## src/rtl/smi_tx_ctrl.sv

```systemverilog
// smi_tx_ctrl: SMI host write-side controller.
// Collects four SMI byte writes into a 32-bit word (MSB first) and pushes it
// into the 0.9 GHz (address 000) or 2.4 GHz (address 001) TX FIFO.
// A small control-register bus exposes the module version and a status byte.
// Optional build macro: SMI_TX_OVERFLOW_CNT_EN adds per-channel 8-bit
// saturating dropped-word counters at ioc 5'b00010 / 5'b00011.
//
// Handshake note: a push strobe is a one-cycle pulse issued only when the
// selected FIFO reported not-full during the push state; there is no
// back-pressure after the pulse, so the FIFO must accept every pulse.
// The host must keep the strobe low across reset release; the strobe
// synchronizer powers up at 0, so a strobe held high through reset release
// would be seen as a write event.
module smi_tx_ctrl #(
    parameter logic [7:0] MODULE_VERSION = 8'h01
) (
    input  logic        i_sys_clk,
    input  logic        i_reset_n,
    input  logic [4:0]  i_ioc,
    input  logic        i_cs,
    input  logic        i_fetch_cmd,
    output logic [7:0]  o_data_out,
    input  logic [2:0]  i_smi_a,
    input  logic        i_smi_swe_srw,
    input  logic [7:0]  i_smi_data_in,
    output logic        o_smi_write_req,
    output logic        o_fifo_09_push,
    output logic [31:0] o_fifo_09_push_data,
    input  logic        i_fifo_09_full,
    output logic        o_fifo_24_push,
    output logic [31:0] o_fifo_24_push_data,
    input  logic        i_fifo_24_full,
    output logic [2:0]  o_dbg_state
);

    typedef enum logic [2:0] {
        ST_B0   = 3'd0,
        ST_B1   = 3'd1,
        ST_B2   = 3'd2,
        ST_B3   = 3'd3,
        ST_PUSH = 3'd4
    } state_t;

    state_t      state_q;
    state_t      state_d;

    logic [2:0]  swe_q;
    logic [2:0]  a_s1;
    logic [2:0]  a_s2;
    logic [7:0]  d_s1;
    logic [7:0]  d_s2;

    logic        ch_q;      // 0 = channel 09, 1 = channel 24
    logic [31:0] word_q;

    logic        addr_err_q;
    logic        ovf09_q;
    logic        ovf24_q;

    logic        smi_event;
    logic        addr_ok;
    logic        ev_valid;
    logic        ev_bad;
    logic        ev_ch;
    logic        load_first;
    logic        load_next;
    logic        sel_full;
    logic        do_push;
    logic        do_drop;
    logic        rd_cmd;
    logic        status_rd;
    logic [7:0]  status;

    assign smi_event = (swe_q[2:1] == 2'b01);
    assign addr_ok   = (a_s2[2:1] == 2'b00);
    assign ev_valid  = smi_event && addr_ok;
    assign ev_bad    = smi_event && !addr_ok;
    assign ev_ch     = a_s2[0];
    assign sel_full  = ch_q ? i_fifo_24_full : i_fifo_09_full;
    assign do_push   = (state_q == ST_PUSH) && !sel_full;
    assign do_drop   = (state_q == ST_PUSH) && sel_full;
    assign rd_cmd    = i_cs && i_fetch_cmd;
    assign status_rd = rd_cmd && (i_ioc == 5'b00001);
    assign status    = {3'b000, addr_err_q, ovf24_q, ovf09_q,
                        i_fifo_24_full, i_fifo_09_full};
    assign o_dbg_state = state_q;

    // Synchronize the strobe (3 flops) and the address/data buses (2 flops).
    always_ff @(posedge i_sys_clk or negedge i_reset_n) begin
        if (!i_reset_n) begin
            swe_q <= 3'b000;
            a_s1  <= 3'b000;
            a_s2  <= 3'b000;
            d_s1  <= 8'h00;
            d_s2  <= 8'h00;
        end else begin
            swe_q <= {swe_q[1:0], i_smi_swe_srw};
            a_s1  <= i_smi_a;
            a_s2  <= a_s1;
            d_s1  <= i_smi_data_in;
            d_s2  <= d_s1;
        end
    end

    // Byte-assembly FSM state register.
    always_ff @(posedge i_sys_clk or negedge i_reset_n) begin
        if (!i_reset_n) begin
            state_q <= ST_B0;
        end else begin
            state_q <= state_d;
        end
    end

    // Next state and byte-load decode; a channel switch mid-word restarts at byte0.
    always_comb begin
        state_d    = state_q;
        load_first = 1'b0;
        load_next  = 1'b0;
        unique case (state_q)
            ST_B0: begin
                if (ev_valid) begin
                    load_first = 1'b1;
                    state_d    = ST_B1;
                end
            end
            ST_B1, ST_B2, ST_B3: begin
                if (ev_valid) begin
                    if (ev_ch != ch_q) begin
                        load_first = 1'b1;
                        state_d    = ST_B1;
                    end else begin
                        load_next = 1'b1;
                        if (state_q == ST_B1) begin
                            state_d = ST_B2;
                        end else if (state_q == ST_B2) begin
                            state_d = ST_B3;
                        end else begin
                            state_d = ST_PUSH;
                        end
                    end
                end
            end
            ST_PUSH: begin
                state_d = ST_B0;
            end
            default: begin
                state_d = ST_B0;
            end
        endcase
    end

    // Word assembly, most significant byte first.
    always_ff @(posedge i_sys_clk or negedge i_reset_n) begin
        if (!i_reset_n) begin
            ch_q   <= 1'b0;
            word_q <= 32'h0;
        end else if (load_first) begin
            ch_q   <= ev_ch;
            word_q <= {d_s2, 24'h000000};
        end else if (load_next) begin
            case (state_q)
                ST_B1:   word_q[23:16] <= d_s2;
                ST_B2:   word_q[15:8]  <= d_s2;
                default: word_q[7:0]   <= d_s2;
            endcase
        end
    end

    // Registered push strobes; push data only changes together with a push.
    always_ff @(posedge i_sys_clk or negedge i_reset_n) begin
        if (!i_reset_n) begin
            o_fifo_09_push      <= 1'b0;
            o_fifo_24_push      <= 1'b0;
            o_fifo_09_push_data <= 32'h0;
            o_fifo_24_push_data <= 32'h0;
        end else begin
            o_fifo_09_push <= do_push && !ch_q;
            o_fifo_24_push <= do_push && ch_q;
            if (do_push && !ch_q) begin
                o_fifo_09_push_data <= word_q;
            end
            if (do_push && ch_q) begin
                o_fifo_24_push_data <= word_q;
            end
        end
    end

    // Sticky error flags; a set in the same cycle as a status read wins.
    always_ff @(posedge i_sys_clk or negedge i_reset_n) begin
        if (!i_reset_n) begin
            addr_err_q <= 1'b0;
            ovf09_q    <= 1'b0;
            ovf24_q    <= 1'b0;
        end else begin
            addr_err_q <= ev_bad | (addr_err_q & ~status_rd);
            ovf09_q    <= (do_drop && !ch_q) | (ovf09_q & ~status_rd);
            ovf24_q    <= (do_drop && ch_q) | (ovf24_q & ~status_rd);
        end
    end

    // Write request tells the host whether the addressed FIFO has room.
    always_ff @(posedge i_sys_clk or negedge i_reset_n) begin
        if (!i_reset_n) begin
            o_smi_write_req <= 1'b0;
        end else begin
            case (a_s2)
                3'b000:  o_smi_write_req <= !i_fifo_09_full;
                3'b001:  o_smi_write_req <= !i_fifo_24_full;
                default: o_smi_write_req <= 1'b0;
            endcase
        end
    end

`ifdef SMI_TX_OVERFLOW_CNT_EN
    logic [7:0] cnt09_q;
    logic [7:0] cnt24_q;

    // Saturating dropped-word counters, cleared only by reset.
    always_ff @(posedge i_sys_clk or negedge i_reset_n) begin
        if (!i_reset_n) begin
            cnt09_q <= 8'h00;
            cnt24_q <= 8'h00;
        end else begin
            if (do_drop && !ch_q && (cnt09_q != 8'hFF)) begin
                cnt09_q <= cnt09_q + 8'h01;
            end
            if (do_drop && ch_q && (cnt24_q != 8'hFF)) begin
                cnt24_q <= cnt24_q + 8'h01;
            end
        end
    end
`endif

    // Control-register read port; unknown ioc codes leave the output unchanged.
    always_ff @(posedge i_sys_clk or negedge i_reset_n) begin
        if (!i_reset_n) begin
            o_data_out <= 8'h00;
        end else if (rd_cmd) begin
            case (i_ioc)
                5'b00000: o_data_out <= MODULE_VERSION;
                5'b00001: o_data_out <= status;
`ifdef SMI_TX_OVERFLOW_CNT_EN
                5'b00010: o_data_out <= cnt09_q;
                5'b00011: o_data_out <= cnt24_q;
`endif
                default:  o_data_out <= o_data_out;
            endcase
        end
    end

endmodule

```

## config.mk

```make
export PLATFORM = sky130hd
export DESIGN_NAME = smi_tx_ctrl
export DESIGN_NICKNAME = d
export VERILOG_FILES = /design/src/rtl/smi_tx_ctrl.sv
export SDC_FILE = /design/constraint.sdc
export NUM_CORES = 1
export LEC_CHECK = 0
export ABC_AREA = 0
export BUFFER_PORTS_ARGS = -buffer_cell sky130_fd_sc_hd__buf_2
export CORE_MARGIN = 3
export CORE_UTILIZATION = 48
export CTS_CLUSTER_DIAMETER = 80
export CTS_CLUSTER_SIZE = 30
export DETAILED_ROUTE_END_ITERATION = 8
export PLACE_DENSITY_LB_ADDON = 0.05
export SETUP_SLACK_MARGIN = 0.3
export SLEW_MARGIN = 5
export SYNTH_ARGS = -nofsm -noshare
export SYNTH_HDL_FRONTEND = slang
export SYNTH_SLANG_ARGS = --single-unit
export TNS_END_PERCENT = 1
```

## constraint.sdc

```tcl
create_clock -name i_sys_clk -period 2.15 [get_ports i_sys_clk]
set_input_delay 0.1075 -clock i_sys_clk [delete_from_list [all_inputs] [get_ports i_sys_clk]]
set_output_delay 0.1075 -clock i_sys_clk [all_outputs]
set_load 0.005 [all_outputs]
```

## Word level (Yosys, flattened, before mapping)

Cells that the tools add are included.

| word-level totals | value |
|---|---|
| logic and storage cells | 89 |
| input bits | 23 |
| output and inout port bits | 78 |
| bits in registers | 139 |

| operators by class | value |
|---|---|
| muxes and demuxes | 21 |
| bitwise gates (word level) | 7 |
| reductions and logical operators | 30 |
| eq/ne operators | 11 |

Operator list:

| cell | count |
|---|---|
| 2-to-1 mux 24 bit | 2 |
| 2-to-1 mux 8 bit | 3 |
| one-hot mux 8 bit (2 select lines) | 1 |
| 2-to-1 mux 3 bit | 5 |
| logical AND 1 bit | 10 |
| AND reduction 2 bit | 5 |
| nonzero test 2 bit | 4 |
| 2-to-1 mux 1 bit | 7 |
| == test 3 x 1 -> 1 bit, second input constant | 2 |
| == test 3 x 2 -> 1 bit, second input constant | 2 |
| logical NOT 3 bit | 2 |
| one-hot mux 3 bit (2 select lines) | 1 |
| == test 5 x 1 -> 1 bit, second input constant | 1 |
| logical NOT 1 bit | 5 |
| logical NOT 5 bit | 1 |
| != test 2 bit, second input constant | 2 |
| one-hot mux 1 bit (2 select lines) | 2 |
| AND 1 bit | 3 |
| == test 3 bit, second input constant | 1 |
| OR 1 bit | 3 |
| OR reduction 3 bit | 1 |
| == test 2 x 1 -> 1 bit, second input constant | 1 |
| logical NOT 2 bit | 1 |
| != test 2 x 1 -> 1 bit, second input constant | 1 |
| 3 further kinds | 3 |

## Longest topological paths before layout

| logic depth | value |
|---|---|
| depth in word-level cells | 6 |
| depth in mapped cells | 5 |
| mapped depth without buffers | 3 |

## Worst setup path after synthesis

Ideal clock, no wire load.

| timing | value |
|---|---|
| path type | register to register |
| start point | reg swe_q[2] |
| end point | reg word_q[10] |
| buffers on the path | 1 |
| setup time | 0.121 ns |
| arrival | 1.650 ns |
| data required time | 2.029 ns |
| setup slack | 0.379 ns |
| stages on the path, launching flop included | 5 |
| period minus slack after synthesis | 1.771 ns |
| cell sequence | dfrtp_1 or4b_4 buf_6 a211o_4 a22o_1 |

| on the way | value |
|---|---|
| cells in the longest elaborated chain, start to end | 6 |
| elaborated cells between the ends (all ways) | 11 |
| classes of those cells | eq/ne (1); mux (6); reduce/logical (4) |

Ends and longest elaborated chain:

| element | RTL line | RTL |
|---|---|---|
| start: declaration | 47 | `logic [2:0] swe_q;` |
| start signal: assignment | 97 | `swe_q <= {swe_q[1:0], i_smi_swe_srw};` |
| == test 2 x 1 -> 1 bit * | 74 | `assign smi_event = (swe_q[2:1] == 2'b01);` |
| logical AND 1 bit * | 76 | `assign ev_valid = smi_event && addr_ok;` |
| 2-to-1 mux 1 bit (on tied branches) | 127, 121 |  |
| one-hot mux 1 bit (2 select lines) or 2-to-1 mux 1 bit (tied branches) | 119 | `unique case (state_q)` |
| nonzero test 2 bit (no line) | - |  |
| AND reduction 2 bit (no line) | - |  |
| end signal: assignment | 159 | `word_q <= {d_s2, 24'h000000};` |
| end signal: assignment | 163 | `ST_B2: word_q[15:8] <= d_s2;` |
| end: declaration | 54 | `logic [31:0] word_q;` |

Every way passes the cells marked *; elsewhere a longest branch is shown, timed or not.
A chain may end at the register's enable or synchronous reset.

## Worst setup path after layout

| timing | value |
|---|---|
| start point | reg swe_q[2] |
| end point | reg word_q[17] |

The elaborated chain is that of the path after synthesis.

==> summary.md <==
| Metric | Value |
|---|---|
| Setup CP Type | `reg -> reg` |
| Initial Utilization | `0.496` |
| MaxCap Viol Count | `0` |
| Warnings from Yosys | `0` |
| Top cell type's share of synthesized area | `0.659` |
| Port bufs | `97` |
| Status | `complete, no violations` |
| Setup Skew | `0.0123 ns` |
| Layout Area Growth over Synthesis | `27.7%` |
| Post-layout util | `0.633` |
| Worst Reg2Reg Path Length in Cells | `3` |
| Netlist cell types | `40` |
| Mapped Area | `0.00516 mm2` |
| Num Clock Sinks | `136` |
| Critical Path Fanout Max | `11` |
| Min Hold Slack | `0.0332 ns` |
| Die Footprint | `0.0120 mm2` |
| Type of origin of the critical path | `register` |
| Fin Setup TNS | `0 ns` |
| Root buf cell | `clkbuf_8` |
| Largest net degree at the start of global routing | `71` |
| Power Density | `1030 mW/mm2` |
| TritonCTS buffer count | `17` |
| Seq/Total Area, Yosys | `0.659` |
| Worst min-delay path class | `in -> reg` |
| CP endpoint kind | `register` |
| Post-synthesis instance total | `344` |
| Synth top area cells | `dfrtp_1 (66%), mux2_2 (16%), a22o_1 (4.1%)` |
| Period utilization | `0.838` |
| Total Nets Final | `494` |
| Crit-path cells | `or4b_4 > a211o_1 > a22o_1` |
| Gpl congestion | `0.786` |
| DRT iter0 DRCs | `192` |
| Final antenna-violating net count | `0` |
| Total design power | `6.79 mW` |
| Syn_area_per_cell | `15.0 um2` |
| Wirelength per Cell | `16.6 um` |
| Clock Power Share | `0.416` |
| Time the worst path needs with I/O delays and setup | `1.80 ns` |
| CP required | `2.54 ns` |
| Hold path startpoint | `i_ioc[1]` |
| Top cells by count, synth | `dfrtp_1 (136), mux2_2 (72), a22o_1 (24)` |
| Fraction of layout cells with a size suffix above 1 | `0.452` |
| Net switching power figure | `1.86 mW` |
| # IOs | `101` |
| Gr usage total | `0.182` |
| Worst path slowest cell | `or4b_4` |
| Drt first pass iters | `4` |
| Pint | `4.93 mW` |
| CP peak stage delay | `0.65 ns` |
| Clock Path Buffers | `2` |
| Async SR Flop Fraction | `1.00` |
| Core box area | `0.0104 mm2` |
| First-pass GRT wire length | `16600 um` |
| Worst endpoint data arrival time | `2.20 ns` |
| Die H | `110 um` |
| EDFF count, synth | `0` |
| Sw Share | `0.273` |
| Synth area leader | `dfrtp_1` |
| Vias | `3204` |
| Die X | `110 um` |
| CTS tree | `built` |
| Worst VDD drop | `598 uV` |
| Clk_lat worst skew | `0.51 ns` |
| # setup viols final | `0` |
| Hold Path Depth | `4` |
| FF-to-FF End | `word_q[17]$_DFFE_PN0P_` |
| Hpwl dp | `6780 um` |
| Top_reg_cell synth | `dfrtp_1` |
| H-tree levels | `4` |
| Final worst slack | `0.348 ns` |
| Ant. Diodes | `0` |
| Final hold violation count | `0` |
| Pleak | `3.41 nW` |
| WHS Endpoint | `addr_err_q$_DFF_PN0_` |
| Via/cell ratio | `5.17` |
| Worst R2R Setup Slack | `0.35 ns` |
| Worst-path clk slew | `0.06 ns` |
| RSZ-0062 raised after global routing | `yes` |
| #FFs+latches synth | `136` |
| Antenna violations before repair | `0` |
| Dpl ws | `0.356 ns` |
| Grt ovf | `0` |
| Most common cell in the netlist | `dfrtp_1` |
| Vias in the first global route | `3174` |
| Slew Viols, Final | `0` |
| Fmax | `555 MHz` |
| FP Rows | `37` |
| Residual DRC count | `0` |
| DRT Wirelength | `10300 um` |
| Seq pwr share | `0.459` |
| Worst flop-to-flop path startpoint | `swe_q[2]$_DFF_PN0_` |
| Comb power frac | `0.125` |
## registers in the layout, indices dropped and copies added, names as in the netlist, 3 cells and up
name                 flops
o_fifo_24_push_data     32
d_s2                     8
d_s1                     8
o_dbg_state              3
swe_q                    3
word_q                  32
o_fifo_09_push_data     32
o_data_out               5
a_s1                     3
a_s2                     3
## layout make-up
type	count	area, um2
Inverter	14	52.6
Clock inverter	14	165
Fill cell	803	3820
Sequential cell	136	3400
Multi-Input combinational cell	175	1610
Clock buffer	18	418
Tap cell	136	170
Timing Repair Buffer	127	779
## worst max-delay path, delay by kind of cell (launching register included)
kind / cells / cell delay, ns
AOI/OAI and AO/OA: 2 / 0.64
DFF: 1 / 0.40
and+or+nand+nor: 1 / 0.65
## how the worst max path moves through the flow
stage,from,endpoint,slack [ns],cells past startpoint
6_report,swe_q[2]$_DFF_PN0_,word_q[17]$_DFFE_PN0P_,0.35,3
5_1_grt,swe_q[2]$_DFF_PN0_,word_q[28]$_DFFE_PN0P_,0.26,3
4_1_cts,swe_q[2]$_DFF_PN0_,word_q[13]$_DFFE_PN0P_,0.34,3
3_5_place_dp,swe_q[2]$_DFF_PN0_,word_q[17]$_DFFE_PN0P_,0.36,3
3_3_place_gp,swe_q[2]$_DFF_PN0_,word_q[12]$_DFFE_PN0P_,0.38,3
2_1_floorplan,swe_q[2]$_DFF_PN0_,word_q[10]$_DFFE_PN0P_,0.38,4
## placed cells by master (no fill, tap or decap), drive strengths merged, types with 3 or more instances in the layout
| cell | n |
|---|---|
| mux2i | 4 |
| nor2 | 12 |
| clkinv | 4 |
| conb | 3 |
| buf | 107 |
| inv | 19 |
| nand2 | 6 |
| clkinvlp | 3 |
| clkbuf | 18 |
| mux2 | 74 |
| o221ai | 8 |
| a21oi | 8 |
| nor4 | 4 |
| dlygate4sd3 | 20 |
| nand3b | 8 |
| dfrtp | 136 |
| a22o | 24 |
## stage by stage
stage / cells / area (um2)
2_1_floorplan: 346 / 5170
5_1_grt: 620 / 6600
3_5_place_dp: 568 / 5810
3_3_place_gp: 568 / 5810
4_1_cts: 620 / 6600
6_report: 620 / 6600
## routing by layer
layer | up-vias | part of all wire | GRT usage
li1 | 1493 | - | -
met1 | 1617 | 0.47 | 0.253
met2 | 83 | 0.47 | 0.279
met3 | 11 | 0.052 | 0.0499
met4 | 0 | 0.011 | 0.0614
met5 | - | 0 | 0
## power groups by stage
| stage | Clock [mW] | Sequential [mW] | Combinational [mW] |
|---|---|---|---|
| 3_3_place_gp | 0 | 3.15 | 0.798 |
| 2_1_floorplan | 0 | 3.03 | 0.608 |
| 4_1_cts | 2.89 | 3.11 | 0.852 |
| 5_1_grt | 3.00 | 3.16 | 0.949 |
| 3_5_place_dp | 0 | 3.16 | 0.820 |
| 6_report | 2.82 | 3.12 | 0.847 |
## cell families (layout without fill, tap and decap cells)
group | after synthesis | in the layout | synth area share
flops | 136 | 136 | 0.659
mux | 78 | 78 | 0.169
other cells | 1 | 3 | 0.000726
simple gates | 41 | 41 | 0.0555
buf+inv | 35 | 173 | 0.0313
compound gates | 51 | 51 | 0.0809
xor+xnor | 2 | 2 | 0.00339
## repair_timing
| item | in CTS | in global routing |
|---|---|---|
| hold buffers | 20 | 0 |
| resized for setup | 0 | 1 |
| endpoints found under the setup margin | 0 | 39 |
| endpoints found under the hold margin | 157 | 0 |
| setup buffers | 0 | 0 |
Note: power is estimated with default switching activity, not from simulation.
